File: config.mk
export PLATFORM = sky130hd
export DESIGN_NAME = e203_exu_lpipe_sb_flat
export DESIGN_NICKNAME = d
export VERILOG_FILES = /design/src/rtl/e203_exu_lpipe_sb_pkg.sv /design/src/rtl/e203_exu_lpipe_sb_if.sv /design/src/rtl/e203_exu_lpipe_sb_ptr.sv /design/src/rtl/e203_exu_lpipe_sb.sv /design/src/flat_wrapper.sv
export SDC_FILE = /design/constraint.sdc
export NUM_CORES = 1
export LEC_CHECK = 0
export BUFFER_PORTS_ARGS = -buffer_cell sky130_fd_sc_hd__buf_2
export CAP_MARGIN = 15
export CORE_MARGIN = 1
export CORE_UTILIZATION = 30
export CTS_CLUSTER_SIZE = 28
export DETAILED_ROUTE_END_ITERATION = 7
export PLACE_DENSITY = 0.55
export SLEW_MARGIN = 15
export SYNTH_ARGS = -nofsm -noshare
export SYNTH_HDL_FRONTEND = slang
export SYNTH_HIERARCHICAL = 1
export SYNTH_SLANG_ARGS = --single-unit
export TNS_END_PERCENT = 30
File: constraint.sdc
create_clock -name clk -period 2.8 [get_ports clk]
set_clock_uncertainty 0.15 [all_clocks]
set_input_delay 0.28 -clock clk [delete_from_list [all_inputs] [get_ports clk]]
set_output_delay 0.28 -clock clk [all_outputs]
set_load 0.01 [all_outputs]
File: src/rtl/e203_exu_lpipe_sb_pkg.sv
// rtl/e203_exu_lpipe_sb_pkg.sv - shared e203 defaults and long-pipe scoreboard entry layout
package e203_exu_lpipe_sb_pkg;

    localparam int E203_LPIPE_SB_DEPTH   = 2;
    localparam int E203_LPIPE_SB_RFIDX_W = 5;
    localparam int E203_LPIPE_SB_PC_W    = 32;

    // Entry payload is packed as {pc, rdidx, rdfpu, rdwen}, LSB first
    localparam int ENT_RDWEN_BIT = 0;
    localparam int ENT_RDFPU_BIT = 1;
    localparam int ENT_RDIDX_LSB = 2;

    function automatic int ent_pc_lsb(input int rfidx_w);
        return ENT_RDIDX_LSB + rfidx_w;
    endfunction

    function automatic int ent_w(input int rfidx_w, input int pc_w);
        return ENT_RDIDX_LSB + rfidx_w + pc_w;
    endfunction

endpackage

File: src/rtl/e203_exu_lpipe_sb_if.sv
// rtl/e203_exu_lpipe_sb_if.sv - allocate/retire/dispatch-match bundle of the long-pipe scoreboard
interface e203_exu_lpipe_sb_if
    import e203_exu_lpipe_sb_pkg::*;
#(
    parameter int DEPTH   = E203_LPIPE_SB_DEPTH,
    parameter int RFIDX_W = E203_LPIPE_SB_RFIDX_W,
    parameter int PC_W    = E203_LPIPE_SB_PC_W
) ();
    localparam int ITAG_W = $clog2(DEPTH);

    logic                 alc_ena;
    logic                 alc_ready;
    logic [ITAG_W-1:0]    alc_ptr;
    logic                 alc_rdwen;
    logic                 alc_rdfpu;
    logic [RFIDX_W-1:0]   alc_rdidx;
    logic [PC_W-1:0]      alc_pc;

    logic                 ret_ena;
    logic [ITAG_W-1:0]    ret_ptr;
    logic                 ret_rdwen;
    logic                 ret_rdfpu;
    logic [RFIDX_W-1:0]   ret_rdidx;
    logic [PC_W-1:0]      ret_pc;

    logic [2:0]           dis_rsen;
    logic [2:0]           dis_rsfpu;
    logic [3*RFIDX_W-1:0] dis_rsidx;
    logic                 dis_rdwen;
    logic                 dis_rdfpu;
    logic [RFIDX_W-1:0]   dis_rdidx;
    logic [2:0]           match_rs;
    logic                 match_rd;

    logic                 empty;
    logic [ITAG_W:0]      count;

    modport slave (
        input  alc_ena, alc_rdwen, alc_rdfpu, alc_rdidx, alc_pc, ret_ena,
               dis_rsen, dis_rsfpu, dis_rsidx, dis_rdwen, dis_rdfpu, dis_rdidx,
        output alc_ready, alc_ptr, ret_ptr, ret_rdwen, ret_rdfpu, ret_rdidx, ret_pc,
               match_rs, match_rd, empty, count
    );

    modport master (
        output alc_ena, alc_rdwen, alc_rdfpu, alc_rdidx, alc_pc, ret_ena,
               dis_rsen, dis_rsfpu, dis_rsidx, dis_rdwen, dis_rdfpu, dis_rdidx,
        input  alc_ready, alc_ptr, ret_ptr, ret_rdwen, ret_rdfpu, ret_rdidx, ret_pc,
               match_rs, match_rd, empty, count
    );

endinterface

File: src/rtl/e203_exu_lpipe_sb_ptr.sv
// rtl/e203_exu_lpipe_sb_ptr.sv - circular pointer with wrap bit
module e203_exu_lpipe_sb_ptr #(
    parameter int AW = 1
) (
    input  logic          clk,
    input  logic          rst_n,
    input  logic          inc,
    output logic [AW-1:0] ptr,
    output logic          wrap
);
    // The wrap bit is the carry out of the index; depth is a power of two so
    // a plain increment wraps the index and toggles the wrap bit together.
    logic [AW:0] ptr_q;
    logic [AW:0] ptr_d;

    // Advance by one when incremented
    always_comb begin
        ptr_d = ptr_q;
        if (inc) begin
            ptr_d = ptr_q + {{AW{1'b0}}, 1'b1};
        end
    end

    // Pointer register, cleared by reset
    always_ff @(posedge clk) begin
        if (!rst_n) begin
            ptr_q <= '0;
        end else begin
            ptr_q <= ptr_d;
        end
    end

    assign ptr  = ptr_q[AW-1:0];
    assign wrap = ptr_q[AW];

endmodule

File: src/rtl/e203_exu_lpipe_sb.sv
// rtl/e203_exu_lpipe_sb.sv - long-pipe outstanding-write scoreboard; optional E203_LPIPE_SB_RET_BYPASS_EN
module e203_exu_lpipe_sb
    import e203_exu_lpipe_sb_pkg::*;
#(
    parameter int DEPTH   = E203_LPIPE_SB_DEPTH,
    parameter int RFIDX_W = E203_LPIPE_SB_RFIDX_W,
    parameter int PC_W    = E203_LPIPE_SB_PC_W
) (
    input  logic               clk,
    input  logic               rst_n,
    e203_exu_lpipe_sb_if.slave sb
);
    localparam int ITAG_W = $clog2(DEPTH);
    localparam int ENT_W  = ent_w(RFIDX_W, PC_W);
    localparam int PC_LSB = ent_pc_lsb(RFIDX_W);

    logic [ITAG_W-1:0] alc_ptr;
    logic [ITAG_W-1:0] ret_ptr;
    logic              alc_wrap;
    logic              ret_wrap;
    logic              empty;
    logic              full;
    logic              alc_ready;
    logic              alc_fire;
    logic              ret_fire;

    logic [DEPTH-1:0]  vld_q;
    logic [DEPTH-1:0]  vld_d;
    logic [ENT_W-1:0]  ent_q [DEPTH];
    logic [ENT_W-1:0]  ent_d [DEPTH];
    logic [ENT_W-1:0]  head;
    logic [DEPTH-1:0]  live;
    logic [2:0]        rs_hit;
    logic              rd_hit;

    assign empty = (alc_ptr == ret_ptr) && (alc_wrap == ret_wrap);
    assign full  = (alc_ptr == ret_ptr) && (alc_wrap != ret_wrap);

`ifdef E203_LPIPE_SB_RET_BYPASS_EN
    // A retirement frees the head slot in the same cycle, so a full buffer can still accept
    assign alc_ready = ~full | sb.ret_ena;
`else
    assign alc_ready = ~full;
`endif

    assign alc_fire = sb.alc_ena & alc_ready;
    assign ret_fire = sb.ret_ena & ~empty;

    e203_exu_lpipe_sb_ptr #(.AW(ITAG_W)) u_alc_ptr (
        .clk   (clk),
        .rst_n (rst_n),
        .inc   (alc_fire),
        .ptr   (alc_ptr),
        .wrap  (alc_wrap)
    );

    e203_exu_lpipe_sb_ptr #(.AW(ITAG_W)) u_ret_ptr (
        .clk   (clk),
        .rst_n (rst_n),
        .inc   (ret_fire),
        .ptr   (ret_ptr),
        .wrap  (ret_wrap)
    );

    // Valid bits: clear the retiring head, then set the allocated slot (same slot when full+bypass)
    always_comb begin
        vld_d = vld_q;
        if (ret_fire) begin
            vld_d[ret_ptr] = 1'b0;
        end
        if (alc_fire) begin
            vld_d[alc_ptr] = 1'b1;
        end
    end

    // Valid register, cleared by reset so in-flight entries are discarded
    always_ff @(posedge clk) begin
        if (!rst_n) begin
            vld_q <= '0;
        end else begin
            vld_q <= vld_d;
        end
    end

    // Payload write at the allocation slot
    always_comb begin
        for (int i = 0; i < DEPTH; i++) begin
            ent_d[i] = ent_q[i];
        end
        if (alc_fire) begin
            ent_d[alc_ptr] = {sb.alc_pc, sb.alc_rdidx, sb.alc_rdfpu, sb.alc_rdwen};
        end
    end

    // Payload storage is left unreset; it is ignored while its valid bit is low
    always_ff @(posedge clk) begin
        for (int i = 0; i < DEPTH; i++) begin
            ent_q[i] <= ent_d[i];
        end
    end

    // RAW/WAW lookup of the dispatching instruction against live entries
    always_comb begin
        live = vld_q;
`ifdef E203_LPIPE_SB_RET_BYPASS_EN
        if (ret_fire) begin
            live[ret_ptr] = 1'b0;
        end
`endif
        rs_hit = '0;
        rd_hit = 1'b0;
        for (int i = 0; i < DEPTH; i++) begin
            for (int s = 0; s < 3; s++) begin
                if (live[i] && ent_q[i][ENT_RDWEN_BIT]
                    && (ent_q[i][ENT_RDIDX_LSB +: RFIDX_W] == sb.dis_rsidx[s*RFIDX_W +: RFIDX_W])
                    && (ent_q[i][ENT_RDFPU_BIT] == sb.dis_rsfpu[s])) begin
                    rs_hit[s] = 1'b1;
                end
            end
            if (live[i] && ent_q[i][ENT_RDWEN_BIT]
                && (ent_q[i][ENT_RDIDX_LSB +: RFIDX_W] == sb.dis_rdidx)
                && (ent_q[i][ENT_RDFPU_BIT] == sb.dis_rdfpu)) begin
                rd_hit = 1'b1;
            end
        end
    end

    assign head         = ent_q[ret_ptr];
    assign sb.alc_ready = alc_ready;
    assign sb.alc_ptr   = alc_ptr;
    assign sb.ret_ptr   = ret_ptr;
    assign sb.ret_rdwen = head[ENT_RDWEN_BIT] & ~empty;
    assign sb.ret_rdfpu = head[ENT_RDFPU_BIT];
    assign sb.ret_rdidx = head[ENT_RDIDX_LSB +: RFIDX_W];
    assign sb.ret_pc    = head[PC_LSB +: PC_W];
    assign sb.match_rs  = rs_hit & sb.dis_rsen;
    assign sb.match_rd  = rd_hit & sb.dis_rdwen;
    assign sb.empty     = empty;
    assign sb.count     = {alc_wrap, alc_ptr} - {ret_wrap, ret_ptr};

endmodule

File: src/flat_wrapper.sv
// flat-port wrapper written by rule: the top's interface ports become plain ports
module e203_exu_lpipe_sb_flat import e203_exu_lpipe_sb_pkg::*;
#(
    parameter int DEPTH   = E203_LPIPE_SB_DEPTH,
    parameter int RFIDX_W = E203_LPIPE_SB_RFIDX_W,
    parameter int PC_W    = E203_LPIPE_SB_PC_W
)
  (clk, rst_n, sb_alc_ena, sb_alc_rdwen, sb_alc_rdfpu, sb_alc_rdidx, sb_alc_pc, sb_ret_ena, sb_dis_rsen, sb_dis_rsfpu, sb_dis_rsidx, sb_dis_rdwen, sb_dis_rdfpu, sb_dis_rdidx, sb_alc_ready, sb_alc_ptr, sb_ret_ptr, sb_ret_rdwen, sb_ret_rdfpu, sb_ret_rdidx, sb_ret_pc, sb_match_rs, sb_match_rd, sb_empty, sb_count);
  e203_exu_lpipe_sb_if #(.DEPTH(DEPTH), .RFIDX_W(RFIDX_W), .PC_W(PC_W)) sb_i ();
  input  logic clk;
  input  logic rst_n;
  input wire logic [$bits(sb_i.alc_ena)-1:0] sb_alc_ena;
  input wire logic [$bits(sb_i.alc_rdwen)-1:0] sb_alc_rdwen;
  input wire logic [$bits(sb_i.alc_rdfpu)-1:0] sb_alc_rdfpu;
  input wire logic [$bits(sb_i.alc_rdidx)-1:0] sb_alc_rdidx;
  input wire logic [$bits(sb_i.alc_pc)-1:0] sb_alc_pc;
  input wire logic [$bits(sb_i.ret_ena)-1:0] sb_ret_ena;
  input wire logic [$bits(sb_i.dis_rsen)-1:0] sb_dis_rsen;
  input wire logic [$bits(sb_i.dis_rsfpu)-1:0] sb_dis_rsfpu;
  input wire logic [$bits(sb_i.dis_rsidx)-1:0] sb_dis_rsidx;
  input wire logic [$bits(sb_i.dis_rdwen)-1:0] sb_dis_rdwen;
  input wire logic [$bits(sb_i.dis_rdfpu)-1:0] sb_dis_rdfpu;
  input wire logic [$bits(sb_i.dis_rdidx)-1:0] sb_dis_rdidx;
  output wire logic [$bits(sb_i.alc_ready)-1:0] sb_alc_ready;
  output wire logic [$bits(sb_i.alc_ptr)-1:0] sb_alc_ptr;
  output wire logic [$bits(sb_i.ret_ptr)-1:0] sb_ret_ptr;
  output wire logic [$bits(sb_i.ret_rdwen)-1:0] sb_ret_rdwen;
  output wire logic [$bits(sb_i.ret_rdfpu)-1:0] sb_ret_rdfpu;
  output wire logic [$bits(sb_i.ret_rdidx)-1:0] sb_ret_rdidx;
  output wire logic [$bits(sb_i.ret_pc)-1:0] sb_ret_pc;
  output wire logic [$bits(sb_i.match_rs)-1:0] sb_match_rs;
  output wire logic [$bits(sb_i.match_rd)-1:0] sb_match_rd;
  output wire logic [$bits(sb_i.empty)-1:0] sb_empty;
  output wire logic [$bits(sb_i.count)-1:0] sb_count;
  assign sb_i.alc_ena = sb_alc_ena;
  assign sb_i.alc_rdwen = sb_alc_rdwen;
  assign sb_i.alc_rdfpu = sb_alc_rdfpu;
  assign sb_i.alc_rdidx = sb_alc_rdidx;
  assign sb_i.alc_pc = sb_alc_pc;
  assign sb_i.ret_ena = sb_ret_ena;
  assign sb_i.dis_rsen = sb_dis_rsen;
  assign sb_i.dis_rsfpu = sb_dis_rsfpu;
  assign sb_i.dis_rsidx = sb_dis_rsidx;
  assign sb_i.dis_rdwen = sb_dis_rdwen;
  assign sb_i.dis_rdfpu = sb_dis_rdfpu;
  assign sb_i.dis_rdidx = sb_dis_rdidx;
  assign sb_alc_ready = sb_i.alc_ready;
  assign sb_alc_ptr = sb_i.alc_ptr;
  assign sb_ret_ptr = sb_i.ret_ptr;
  assign sb_ret_rdwen = sb_i.ret_rdwen;
  assign sb_ret_rdfpu = sb_i.ret_rdfpu;
  assign sb_ret_rdidx = sb_i.ret_rdidx;
  assign sb_ret_pc = sb_i.ret_pc;
  assign sb_match_rs = sb_i.match_rs;
  assign sb_match_rd = sb_i.match_rd;
  assign sb_empty = sb_i.empty;
  assign sb_count = sb_i.count;
  e203_exu_lpipe_sb #(.DEPTH(DEPTH), .RFIDX_W(RFIDX_W), .PC_W(PC_W)) u_core (.clk(clk), .rst_n(rst_n), .sb(sb_i));
endmodule
==> impl_metrics.json, run 1 <==
{
  "critPathKind": "register to primary output",
  "syn_nets": 312,
  "diodes": 0,
  "placed_cell_area_um2": 4500,
  "pwr-share-seq": 0.413,
  "crit_buf_inv": 1,
  "antenna_found_initial": 0,
  "r2r_slack_ns": 0.69,
  "synth.most_common_cell": "edfxtp_1",
  "grt_pass1_wl_mm": 12.9,
  "clock_path_buffers": 2,
  "cts_buffers": 9,
  "drc": 0,
  "chipWidth_um": 114,
  "final_antenna_net_count": 0,
  "wl_met2_mm": 3.91,
  "fin_area_um2": 5170,
  "core_area_um2": 12100,
  "netlist_area_um2": 3730,
  "highest_layer": "met4",
  "hp-class": "primary input to register",
  "drt_iter0_markers": 135,
  "synth.avg_cell_area_um2": 15.5,
  "relSlewSlack": 0.588,
  "wirelength_mm": 8.27,
  "n_fill_cell": 1128,
  "period_share": 0.827,
  "fin_crit_ns": 2.32,
  "drv_cap": 0,
  "clk_pin_slew_ns": 0.06,
  "cts_tree": "built",
  "cpPeakStageDelay_ns": 0.49,
  "yosysTopAreaCell": "edfxtp_1",
  "clock_sinks": 84,
  "vias": 2455,
  "crit_chain": "xor2_1, nor4_1, nand4_1, a21boi_1, buf_2",
  "synth_top_area_share": 0.628,
  "cp.arrival_ns": 1.89,
  "netlist_instances": 240,
  "synth_edf_count": 78,
  "viasPerCell": 4.31,
  "hold_viol_final": 0,
  "p_comb_frac": 0.301,
  "worst-path-max-fanout": 5,
  "synth_top_flop_cell": "edfxtp_1",
  "portBuffers": 119,
  "power_frac_clock": 0.286,
  "whs_ns": 0.00994,
  "cp-end-kind": "primary output",
  "area_growth_pct": 38.7,
  "synth_cell_type_count": 20,
  "ys_seq_area_frac": 0.660,
  "p_int_mw": 2.84,
  "dr.pass1.iters": 4,
  "die_area_um2": 12900,
  "ys_seq_elements": 84,
  "dp_hpwl_mm": 5.65,
  "ys_top_cells_by_area": "edfxtp_1, mux2_2, xor2_1",
  "slowest_stage": "edfxtp_1",
  "grt_pass1_vias": 2621,
  "grtUsageTotal": 0.133,
  "drv_slew": 0,
  "cp_top_family": "simple AND/OR/NAND/NOR gates",
  "peakVddDrop_mv": 0.428,
  "die_y_um": 114,
  "drive_gt1_frac": 0.449,
  "rows": 40,
  "clock-root-buffer": "clkbuf_16",
  "setup_tns_ns": 0,
  "final_nets": 468,
  "worst_pin_slew_ns": 0.617,
  "dr_wl_met3_um": 716,
  "async_reset_ff_frac": 0,
  "worstPathRequired_ns": 2.37,
  "outcome": "finished, final reports clean",
  "switching_share": 0.295,
  "power_switching_mw": 1.19,
  "setup_violations": 0,
  "rsz0062_at_grt": "no",
  "yosys_warnings": 6,
  "io_pins": 120,
  "overflow": 0,
  "ys_top_cells_by_count": "edfxtp_1, mux2_2, xor2_1",
  "post_drt_wl_per_cell_um": 14.5,
  "initial_utilization": 0.309,
  "cellLeakagePower_nw": 1.99,
  "gp_congestion": 0.845,
  "powerDensity_nw_per_um2": 778,
  "fmax_mhz": 432,
  "clk_latency_ns": 0.33,
  "grt_max_degree": 45,
  "wl_met1_mm": 3.53,
  "start_kind": "register",
  "htreeDepth": 3
}
[placed cells by master (no fill, tap or decap), types with 4 or more instances in the layout]
master | netlist | final
dfxtp_1 | 6 | 5
clkinvlp_4 | 0 | 4
buf_2 | 9 | 119
dlygate4sd3_1 | 0 | 38
nand4_1 | 8 | 8
mux2_2 | 38 | 38
nor4_1 | 8 | 8
xnor2_1 | 24 | 24
edfxtp_1 | 78 | 78
nand2_1 | 8 | 8
clkbuf_16 | 0 | 9
buf_4 | 0 | 5
xor2_1 | 27 | 27
a21boi_1 | 5 | 5
[logic make-up (layout without fill, tap and decap cells)]
| kind of cell | after synthesis | count (layout) | synth area share |
|---|---|---|---|
| flip-flops | 84 | 84 | 0.660 |
| adder cells (fa/ha/maj) | 1 | 1 | 0.00335 |
| XOR/XNOR | 52 | 52 | 0.124 |
| AND/OR/NAND/NOR | 33 | 33 | 0.0480 |
| buffers and inverters | 20 | 181 | 0.0231 |
| multiplexers | 41 | 41 | 0.123 |
| AO/OA/AOI/OAI | 9 | 9 | 0.0185 |
[worst paths after layout]
path,start,to,cells past startpoint
setup / recovery,u_core/ent_q[0][5],sb_match_rs[2],5
setup reg to reg,u_core/u_alc_ptr/ptr_q[0],u_core/ent_q[1][16],5
hold reg to reg,u_core/u_alc_ptr/ptr_q[1],u_core/u_alc_ptr/ptr_q[1],2
hold / removal,sb_alc_rdidx[1],u_core/ent_q[0][3],1
[final cells by class]
cell class / instances / area, µm² / area share
flip-flops and latches: 84 / 2460 / 0.476
inverters: 3 / 11.3 / 0.00218
clock inverters: 7 / 67.6 / 0.0131
repair buffers: 162 / 1010 / 0.196
well taps: 168 / 210 / 0.0406
clock buffers: 9 / 225 / 0.0435
multi-input cells: 136 / 1180 / 0.229
[metrics by stage]
stage          setup WS, ns   util  total power, mW  cells
3_3_place_gp          0.742  0.373             2.88    515
3_5_place_dp          0.701  0.373             2.87    515
2_1_floorplan         0.197      -             2.42    240
6_report              0.483  0.429             4.02    569
5_1_grt               0.419  0.429             4.23    569
4_1_cts               0.441  0.429             4.08    569
[metal layers]
layer,vias up,track usage
met2,97,0.223
met4,0,0.0482
met3,13,0.0478
met5,-,0
met1,1157,0.156
li1,1188,-
[worst register-to-register path: stages, from the launching register on]
cell and delay [ns]:
dfxtp_1 0.40, inv_1 0.07, ha_1 0.32, a21boi_1 0.28
and2_2 0.22, buf_4 0.32
[timing repair]
action,4_1_cts,5_1_grt
endpoints found under the hold margin,76,0
endpoints found under the setup margin,0,0
resized for setup,0,0
setup buffers,0,0
hold buffers,38,0
[registers in the layout, summed over array words and instances, names as in the netlist]
register	cells
u_core/ent_q	78
u_core/live	2
u_core/u_alc_ptr/ptr_q	2
u_core/u_ret_ptr/ptr_q	2
[power by group through the flow]
stage / Clock [mW] / Sequential, mW / Combinational [mW]
4_1_cts: 1.18 / 1.66 / 1.23
2_1_floorplan: 0 / 1.65 / 0.767
6_report: 1.15 / 1.66 / 1.21
5_1_grt: 1.23 / 1.68 / 1.32
3_3_place_gp: 0 / 1.68 / 1.19
3_5_place_dp: 0 / 1.69 / 1.18
(Power assumes the default switching activity.)
==> run 2, diff against run 1 <==
PLACE_DENSITY = 0.57   (was 0.55)
clock period = 2 ns   (was 2.8 ns; I/O delays follow)
==> run 2 against run 1 <==
The flow now finishes with violations (setup timing). Sequential share of layout area is 2.0 points lower. Via count is 2.8% higher. Clock power up 43%. Largest cell class unchanged. Sequential power is 40% higher.
==> impl_metrics.json, run 2 (synthesis results as in run 1) <==
{
  "clk_latency_ns": 0.33,
  "chipWidth_um": 114,
  "cp-end-kind": "primary output",
  "antenna_found_initial": 0,
  "cts_buffers": 9,
  "dp_hpwl_mm": 5.81,
  "hp-start": "rst_n",
  "worst-path-max-fanout": 4,
  "hp-class": "primary input to register",
  "initial_utilization": 0.309,
  "worst_pin_slew_ns": 0.344,
  "die_y_um": 114,
  "drv_cap": 0,
  "cpPeakStageDelay_ns": 0.46,
  "grt_pass1_vias": 2730,
  "clock_sinks": 84,
  "area_growth_pct": 45.0,
  "gp_congestion": 0.819,
  "outcome": "finished, violations left",
  "pre_cts_slack_ns": 0.0719,
  "largest_reg_flops": 78,
  "overflow": 0,
  "final_antenna_net_count": 0,
  "drc": 0,
  "vias": 2523,
  "hold_end": "u_core/live[0]",
  "top_register": "u_core/ent_q",
  "final_nets": 483,
  "hold_depth": 2,
  "powerDensity_nw_per_um2": 1070,
  "slowest_stage": "edfxtp_1",
  "drive_gt1_frac": 0.498,
  "r2r_slack_ns": 0.15,
  "fin_crit_ns": 2.15,
  "relSlewSlack": 0.769,
  "critPathKind": "register to primary output",
  "portBuffers": 119,
  "die_area_um2": 12900,
  "peakVddDrop_mv": 0.666,
  "period_share": 1.07,
  "dr.pass1.iters": 4,
  "rsz0062_at_grt": "yes",
  "violations": "setup timing",
  "final_cell_mix": "buf_2, edfxtp_1, dlygate4sd3_1",
  "clk_pin_slew_ns": 0.06,
  "hold_viol_final": 0,
  "start_kind": "register",
  "grtUsageTotal": 0.135,
  "clock-root-buffer": "clkbuf_16",
  "grt_max_degree": 45,
  "final_common_cell": "buf_2",
  "grt_pass1_wl_mm": 12.9,
  "setup_violations": 4,
  "clock_path_buffers": 2,
  "post-route-util": 0.448,
  "cts_tree": "built",
  "r2r_start": "u_core/u_alc_ptr/ptr_q[0]",
  "seq_area_um2": 2460,
  "whs_ns": 0.0216,
  "post_drt_wl_per_cell_um": 14.4,
  "r2r_cells": 5,
  "drv_slew": 0,
  "cellLeakagePower_nw": 2.10,
  "core_area_um2": 12100,
  "fin_ws_ns": -0.147,
  "worst_r2r_endpoint": "u_core/ent_q[0][3]",
  "drt_iter0_markers": 106,
  "wirelength_mm": 8.42,
  "fin_cells": 584,
  "crit_chain": "buf_6, xor2_2, nor4_2, nand4_1, a21boi_1, buf_2",
  "rows": 40,
  "dp.cells": 523,
  "diodes": 0,
  "viasPerCell": 4.32,
  "multi_input_area_um2": 1250,
  "htreeDepth": 3,
  "n_fill_cell": 1088,
  "cp.arrival_ns": 1.80,
  "worstPathRequired_ns": 1.65,
  "fmax_mhz": 466,
  "io_pins": 120
}
[run 2: worst max-delay path by stage]
stage | start | end | slack (ns) | depth (start not counted)
floorplan | u_core/u_alc_ptr/ptr_q[0] | u_core/ent_q[0][0] | -0.19 | 4
global placement | u_core/ent_q[0][5] | sb_match_rs[1] | 0.11 | 6
detailed placement | u_core/ent_q[0][5] | sb_match_rs[1] | 0.07 | 6
CTS | u_core/ent_q[0][2] | sb_match_rd | -0.17 | 6
global route | u_core/ent_q[1][5] | sb_match_rs[1] | -0.28 | 6
finish | u_core/ent_q[0][2] | sb_match_rd | -0.15 | 6
[run 2: where the power goes]
| part | internal [mW] | switching, mW | leakage (nW) | total (mW) |
|---|---|---|---|---|
| clock network | 0.972 | 0.666 | 0.142 | 1.64 |
| logic | 0.904 | 0.949 | 1.18 | 1.85 |
| registers | 2.21 | 0.107 | 0.779 | 2.32 |
[run 2: what timing repair did]
item / 4_1_cts / 5_1_grt
endpoints found under the setup margin: 43 / 54
endpoints found under the hold margin: 78 / 0
hold buffers: 39 / 0
pin swaps: 14 / 7
buffers inserted: 5 / 2
resized for setup: 8 / 10
[run 2: worst max-delay path, delay by kind of cell (launching register included)]
kind,cells,cell delay (ns)
AO/OA/AOI/OAI,1,0.18
buffers and inverters,2,0.31
AND/OR/NAND/NOR,2,0.37
XOR/XNOR,1,0.14
flip-flops,1,0.46
[run 2: through the flow]
step	setup TNS, ns	power [mW]	instance area, µm²
after floorplan	-14.74	3.38	3730
after global placement	0	4.06	4590
after detailed placement	0	4.07	4590
after CTS	-0.592	5.83	5350
after global routing	-0.902	6.12	5410
final	-0.526	5.81	5410
[run 2: area by class of cell]
type / count / area share
clock buffers: 9 / 0.0416
clock inverters: 7 / 0.0141
flip-flops and latches: 84 / 0.456
well taps: 168 / 0.0389
repair buffers: 177 / 0.217
inverters: 3 / 0.00208
multi-input cells: 136 / 0.231
[run 2: routing by layer]
metal | wire (µm) | share of wire | GRT usage | vias up
li1 | - | - | - | 1216
met1 | 3350 | 0.40 | 0.149 | 1207
met2 | 4350 | 0.52 | 0.231 | 91
met3 | 605 | 0.072 | 0.0494 | 9
met4 | 110 | 0.013 | 0.0596 | 0
met5 | 0 | 0 | 0 | -
